**src/rtl/therm_pkg.sv**
```systemverilog
// Shared helpers for the unary DAC thermometer path: element count and the
// pointer wrap arithmetic. Also used by bench models of the ADC decoder.
package therm_pkg;

  // Number of unit elements driven by a b-bit code.
  function automatic int n_elem(input int b);
    return (1 << b) - 1;
  endfunction

  // (p + c) mod N for p in 0..N-1 and c in 0..N; a single conditional
  // subtract is enough because the sum never reaches 2N.
  function automatic int mod_add(input int p, input int c, input int b);
    int s;
    s = p + c;
    if (s >= n_elem(b)) s = s - n_elem(b);
    return s;
  endfunction

endpackage

```
**src/rtl/therm_rotate.sv**
```systemverilog
// Registered circular left-rotate of an N-bit element vector by rot.
// The log2 barrel is split over two register stages: the low rot bits are
// applied before the first register, the high bits before the second.
module therm_rotate import therm_pkg::*; #(
  parameter int b = 8
) (
  input  logic                   clock,
  input  logic                   reset,
  input  logic [n_elem(b)-1:0]   vec,
  input  logic [b-1:0]           rot,
  input  logic                   vec_vld,
  output logic [n_elem(b)-1:0]   rotated,
  output logic                   rotated_vld
);

  localparam int N  = n_elem(b);
  localparam int LO = b / 2;

  logic [N-1:0]    lo_rot;
  logic [N-1:0]    hi_rot;
  logic [N-1:0]    vec_p2;
  logic [b-LO-1:0] hi_p2;
  logic            vld_p2;

  // Moves element k to position (k + s) mod N.
  function automatic logic [N-1:0] rotl(input logic [N-1:0] v, input int s);
    logic [N-1:0] o;
    o = '0;
    for (int k = 0; k < N; k++) o[(k + s) % N] = v[k];
    return o;
  endfunction

  // Barrel stages driven by the low rotation bits.
  always_comb begin
    lo_rot = vec;
    for (int j = 0; j < LO; j++)
      if (rot[j]) lo_rot = rotl(lo_rot, 1 << j);
  end

  // ---- stage boundary: partial rotation ----
  // Hold the partly rotated vector and the rotation bits still to apply.
  always_ff @(posedge clock or negedge reset) begin
    if (!reset) begin
      vec_p2 <= '0;
      hi_p2  <= '0;
      vld_p2 <= 1'b0;
    end else begin
      vec_p2 <= lo_rot;
      hi_p2  <= rot[b-1:LO];
      vld_p2 <= vec_vld;
    end
  end

  // Barrel stages driven by the high rotation bits.
  always_comb begin
    hi_rot = vec_p2;
    for (int j = LO; j < b; j++)
      if (hi_p2[j-LO]) hi_rot = rotl(hi_rot, 1 << j);
  end

  // ---- stage boundary: element enables ----
  // Idle samples leave every element off.
  always_ff @(posedge clock or negedge reset) begin
    if (!reset) begin
      rotated     <= '0;
      rotated_vld <= 1'b0;
    end else begin
      rotated     <= vld_p2 ? hi_rot : '0;
      rotated_vld <= vld_p2;
    end
  end

endmodule

```
**src/rtl/bin2therm_dwa_pipeline.sv**
```systemverilog
// Pipelined binary-to-thermometer encoder with optional data-weighted
// averaging. A b-bit code enables that many of the N unit elements; with
// DWA the enabled window starts at a running pointer so every element is
// used equally often. The rotation for each sample is captured with it, so
// later pointer moves never disturb samples already in flight.
module bin2therm_dwa_pipeline import therm_pkg::*; #(
  parameter int b      = 8,
  parameter bit DWA_EN = 1'b1
) (
  input  logic                 clock,
  input  logic                 reset,
  input  logic                 valid,
  input  logic [b-1:0]         bin,
  input  logic                 ptr_clr,
  output logic [n_elem(b)-1:0] thermo,
  output logic                 thermo_vld,
  output logic [b-1:0]         ptr
);

  localparam int N  = n_elem(b);
  localparam int PW = b;

  logic [b-1:0] code_p0;
  logic         vld_p0;
  logic         clr_p0;
  logic [N-1:0] base;
  logic [b-1:0] r_sel;
  logic [b-1:0] ptr_nxt;
  logic [N-1:0] t_p1;
  logic [b-1:0] r_p1;
  logic         vld_p1;

  // ---- stage boundary: input register ----
  // Capture code, qualifier and pointer clear together.
  always_ff @(posedge clock or negedge reset) begin
    if (!reset) begin
      code_p0 <= '0;
      vld_p0  <= 1'b0;
      clr_p0  <= 1'b0;
    end else begin
      code_p0 <= bin;
      vld_p0  <= valid;
      clr_p0  <= ptr_clr;
    end
  end

  // Plain thermometer: the lowest code_p0 elements on, all off when idle.
  always_comb begin
    base = '0;
    for (int k = 0; k < N; k++) base[k] = vld_p0 && (k < int'(code_p0));
  end

  // Rotation source for the sample in S1 and the pointer it leaves behind.
  // A clear forces this sample to rotate by 0 but still lets it advance ptr.
  always_comb begin
    r_sel   = '0;
    ptr_nxt = '0;
    if (DWA_EN) begin
      r_sel   = clr_p0 ? '0 : ptr;
      ptr_nxt = ptr;
      if (vld_p0)      ptr_nxt = PW'(mod_add(int'(r_sel), int'(code_p0), b));
      else if (clr_p0) ptr_nxt = '0;
    end
  end

  // DWA pointer register.
  always_ff @(posedge clock or negedge reset) begin
    if (!reset) ptr <= '0;
    else        ptr <= ptr_nxt;
  end

  // ---- stage boundary: decode ----
  // Hold the base pattern with the rotation captured for this sample.
  always_ff @(posedge clock or negedge reset) begin
    if (!reset) begin
      t_p1   <= '0;
      r_p1   <= '0;
      vld_p1 <= 1'b0;
    end else begin
      if (vld_p0) assert ($countones(base) == int'(code_p0));
      t_p1   <= base;
      r_p1   <= r_sel;
      vld_p1 <= vld_p0;
    end
  end

  // ---- stage boundary: rotate and drive elements ----
  therm_rotate #(.b(b)) u_rotate (
    .clock       (clock),
    .reset       (reset),
    .vec         (t_p1),
    .rot         (r_p1),
    .vec_vld     (vld_p1),
    .rotated     (thermo),
    .rotated_vld (thermo_vld)
  );

endmodule

```
**config.mk**
```make
export PLATFORM = sky130hd
export DESIGN_NAME = bin2therm_dwa_pipeline
export DESIGN_NICKNAME = d
export VERILOG_FILES = /design/src/rtl/therm_pkg.sv /design/src/rtl/therm_rotate.sv /design/src/rtl/bin2therm_dwa_pipeline.sv
export SDC_FILE = /design/constraint.sdc
export NUM_CORES = 2
export LEC_CHECK = 0
export CORE_UTILIZATION = 28
export DETAILED_ROUTE_END_ITERATION = 16
export GPL_TIMING_DRIVEN = 0
export HOLD_SLACK_MARGIN = 0.15
export PLACE_DENSITY = 0.48
export SYNTH_ARGS = -nofsm -noshare
export SYNTH_HDL_FRONTEND = slang
export SYNTH_SLANG_ARGS = --single-unit
```
**constraint.sdc**
```tcl
create_clock -name clock -period 7 [get_ports clock]
set_clock_uncertainty 0.2 [all_clocks]
set_input_delay 0.7 -clock clock [delete_from_list [all_inputs] [get_ports clock]]
set_output_delay 0.7 -clock clock [all_outputs]
set_load 0.01 [all_outputs]
```
==> flow_metrics.py <==
metrics = {
    "route": {
        "drtPass1Iterations": 5,
        "antenna_left": 0,
        "viasPerCell": 6.40,
        "first_iter_violations": 5131,
        "via_count": 35400,
        "wl_per_cell_um": 43.7,
        "wl_mm": 241,
        "drc": 0,
    },
    "sta": {
        "slew_violations": 0,
        "finalCritPeriodShare": 0.564,
        "timing.fmax_mhz": 253,
        "fin_crit_ps": 3950,
        "setup_viol": 0,
        "tns_ps": 0,
        "worst_pin_slew_ps": 1450,
        "finalWorstSetupSlack_ps": 3050,
        "hold_viol_final": 0,
        "rsz0062_at_grt": "no",
        "maxSlewHeadroom": 0.0353,
    },
    "hold_path": {
        "hp-start": "r_p1[6]",
        "hold_path_end": "u_rotate.hi_p2[2]",
        "hp-class": "reg -> reg",
        "worstHoldPathCells": 0,
    },
    "place": {
        "port_buffers": 275,
        "place_ws_ps": 3170,
        "dpl.hpwl_mm": 196,
        "gp_congestion": 1.06,
        "dp.cells": 5327,
    },
    "global_route": {
        "antenna_found_initial": 26,
        "grt_overflow_total": 0,
        "grt_first_pass_wirelength_mm": 322,
        "grt_pass1_vias": 34700,
        "grt_start_max_net_pins": 121,
        "grt_usage": 0.275,
    },
    "logic_synthesis": {
        "synth-seq-area-share": 0.415,
        "syn_inst": 2827,
        "async_reset_ff_frac": 1.00,
        "ys_ff_latch": 798,
        "synth-main-ff-cell": "dfrtp_1",
        "avgSynthCellArea_um2": 17.0,
        "yosys.area.top_type": "mux4_2",
        "synthTopCellsByArea": "mux4_2 (48%), dfrtp_1 (41%), and2_1 (3.3%)",
        "syn_nets": 2849,
        "synth_cell_types": 52,
        "yosysWarningCount": 0,
        "syn_area_mm2": 0.0482,
        "synth_top_area_share": 0.477,
        "synth_edf_count": 0,
    },
    "floorplan": {
        "core_region_area_mm2": 0.170,
        "dieHeight_um": 417,
        "die_w_um": 417,
        "pin_count": 276,
        "dieArea_mm2": 0.174,
        "std_cell_rows": 151,
        "initial_core_util": 0.283,
    },
    "outcome": {
        "outcome": "complete, no violations",
    },
    "cts": {
        "cts.sinks": 798,
        "htreeDepth": 3,
        "numCtsBuffers": 95,
        "cts_setup_buffers": 0,
        "insertion_delay_ps": 740,
        "clock_path_buffers": 3,
        "cts_root_buf": "clkbuf_16",
        "cts_resized": 0,
        "path_clk_slew_ps": 60,
        "cts_tree": "built",
    },
    "worst_setup_path": {
        "critPathMaxFanout": 10,
        "critPathKind": "reg -> reg",
        "end_kind": "flop",
        "r2r-end": "u_rotate.vec_p2[166]",
        "worst-endpoint-arrival_ps": 4340,
        "r2r_slack_ps": 3050,
        "rr_startpoint": "r_p1[0]",
        "r2r_cells": 6,
        "crit_required_ps": 7390,
        "crit_path_start_kind": "flop",
    },
    "finish": {
        "area_growth_syn_to_layout_pct": 19.1,
        "utilization": 0.337,
        "final_layout_size_suffix_gt1_frac": 0.386,
        "fin_cells": 5521,
        "fillerInstances": 16400,
        "fin_nets": 3232,
    },
    "power": {
        "vdd_ir_drop_max_uv": 231,
        "power_density_mw_per_mm2": 377,
        "cellLeakagePower_nw": 21.3,
    },
    "flow_run": {
        "max_cap_viol_count": 0,
    },
}
## Yosys cell counts, types with 2 or more instances
library cell / number
nand2_1: 20
mux4_2: 1020
o211ai_1: 3
nor2_1: 55
nor2b_1: 9
or2_2: 4
or3_1: 2
dfrtp_1: 798
buf_1: 47
and2_1: 257
a221oi_1: 2
clkinv_1: 2
clkbuf_1: 213
a31oi_1: 9
nand4_1: 2
o211a_1: 2
a211oi_1: 3
o21ai_0: 62
nand3_1: 9
o2111ai_1: 3
ha_1: 9
or4_1: 2
a21o_1: 5
nand2b_1: 6
nor3_1: 8
a21oi_1: 170
inv_1: 19
buf_2: 54
a22oi_1: 3
o21ai_1: 5
xor2_1: 2
xnor2_1: 2
## per-layer routing
metal / vias to the layer above / routed length [µm] / GRT usage
met3: 662 / 26100 / 0.0830
met4: 14 / 18000 / 0.165
met1: 19100 / 89500 / 0.349
li1: 12500 / - / -
met5: - / 93 / 0
met2: 3011 / 108000 / 0.416
## power by group
part	internal, mW	switching (mW)	total (mW)
Clock	3.12	2.21	5.34
Combinational	4.24	5.11	9.36
Sequential	5.56	1.35	6.91
Total	12.9	8.68	21.6
## registers in the layout, summed over array words and instances (netlist names)
register	cells
clr_p0	1
code_p0	8
ptr	8
r_p1	8
t_p1	255
u_rotate.hi_p2	4
u_rotate.rotated	255
u_rotate.rotated_vld	1
u_rotate.vec_p2	255
u_rotate.vld_p2	1
vld_p0	1
vld_p1	1
## stage by stage
| step | total power [mW] | instance area, µm² | hold WS [ps] |
|---|---|---|---|
| after floorplan | 11.3 | 48200 | 131 |
| after global placement | 16.0 | 53700 | 133 |
| after detailed placement | 16.0 | 53900 | 138 |
| after CTS | 21.3 | 57300 | 153 |
| after global routing | 22.0 | 57300 | 157 |
| final | 21.6 | 57400 | 150 |
## cell type report
class                      count  area, µm²  share of cell area
antenna                       17       42.5            0.000742
buffer                       314       1250              0.0218
clock buffer                 113       2600              0.0453
clock inverter                60        778              0.0136
inverter                      21       78.8             0.00137
multi-input combinational   1694      26900               0.468
sequential                   798      20000               0.348
tap                         2218       2780              0.0484
timing repair buffer         286       3000              0.0523
## kinds of logic after synthesis
group,after synthesis,synth area share
buffers and inverters,335,0.0275
and+or+nand+nor,383,0.0458
AOI/OAI and AO/OA,277,0.0314
muxes,1020,0.477
xor gates and xnor gates,4,0.000728
DFF,798,0.415
adders and majority gates,10,0.00275
## placed cells by master, fill, tap and decap left out, drive strengths merged, types with 12 or more instances in the layout
| cell type | count |
|---|---|
| clkinv | 30 |
| dfrtp | 798 |
| nor2 | 55 |
| buf | 111 |
| and2 | 257 |
| o21ai | 67 |
| mux4 | 1020 |
| nand2 | 21 |
| diode | 17 |
| inv | 27 |
| clkdlybuf4s50 | 274 |
| clkinvlp | 12 |
| bufinv | 12 |
| clkbuf | 326 |
| a21oi | 170 |
## what timing repair did
| action | 4_1_cts | 5_1_grt |
|---|---|---|
| hold buffers | 2 | 0 |
| setup endpoints to repair | 0 | 0 |
| hold endpoints to repair | 57 | 0 |
## worst max-delay path by stage
stage / start / endpoint / slack (ps)
floorplan: ptr[0] / ptr[7] / 3950
global placement: reset / t_p1[180] / -31250
detailed placement: r_p1[0] / u_rotate.vec_p2[166] / 3170
CTS: r_p1[0] / u_rotate.vec_p2[166] / 3200
global route: r_p1[0] / u_rotate.vec_p2[179] / 3110
finish: r_p1[0] / u_rotate.vec_p2[166] / 3050
## critical path, stage by stage (launching register included)
cell      delay (ps)
dfrtp_1          320
clkbuf_1         290
buf_2            410
buf_2            520
clkbuf_1         920
mux4_2           600
mux4_2           550
Note: power is estimated with default switching activity, not from simulation.
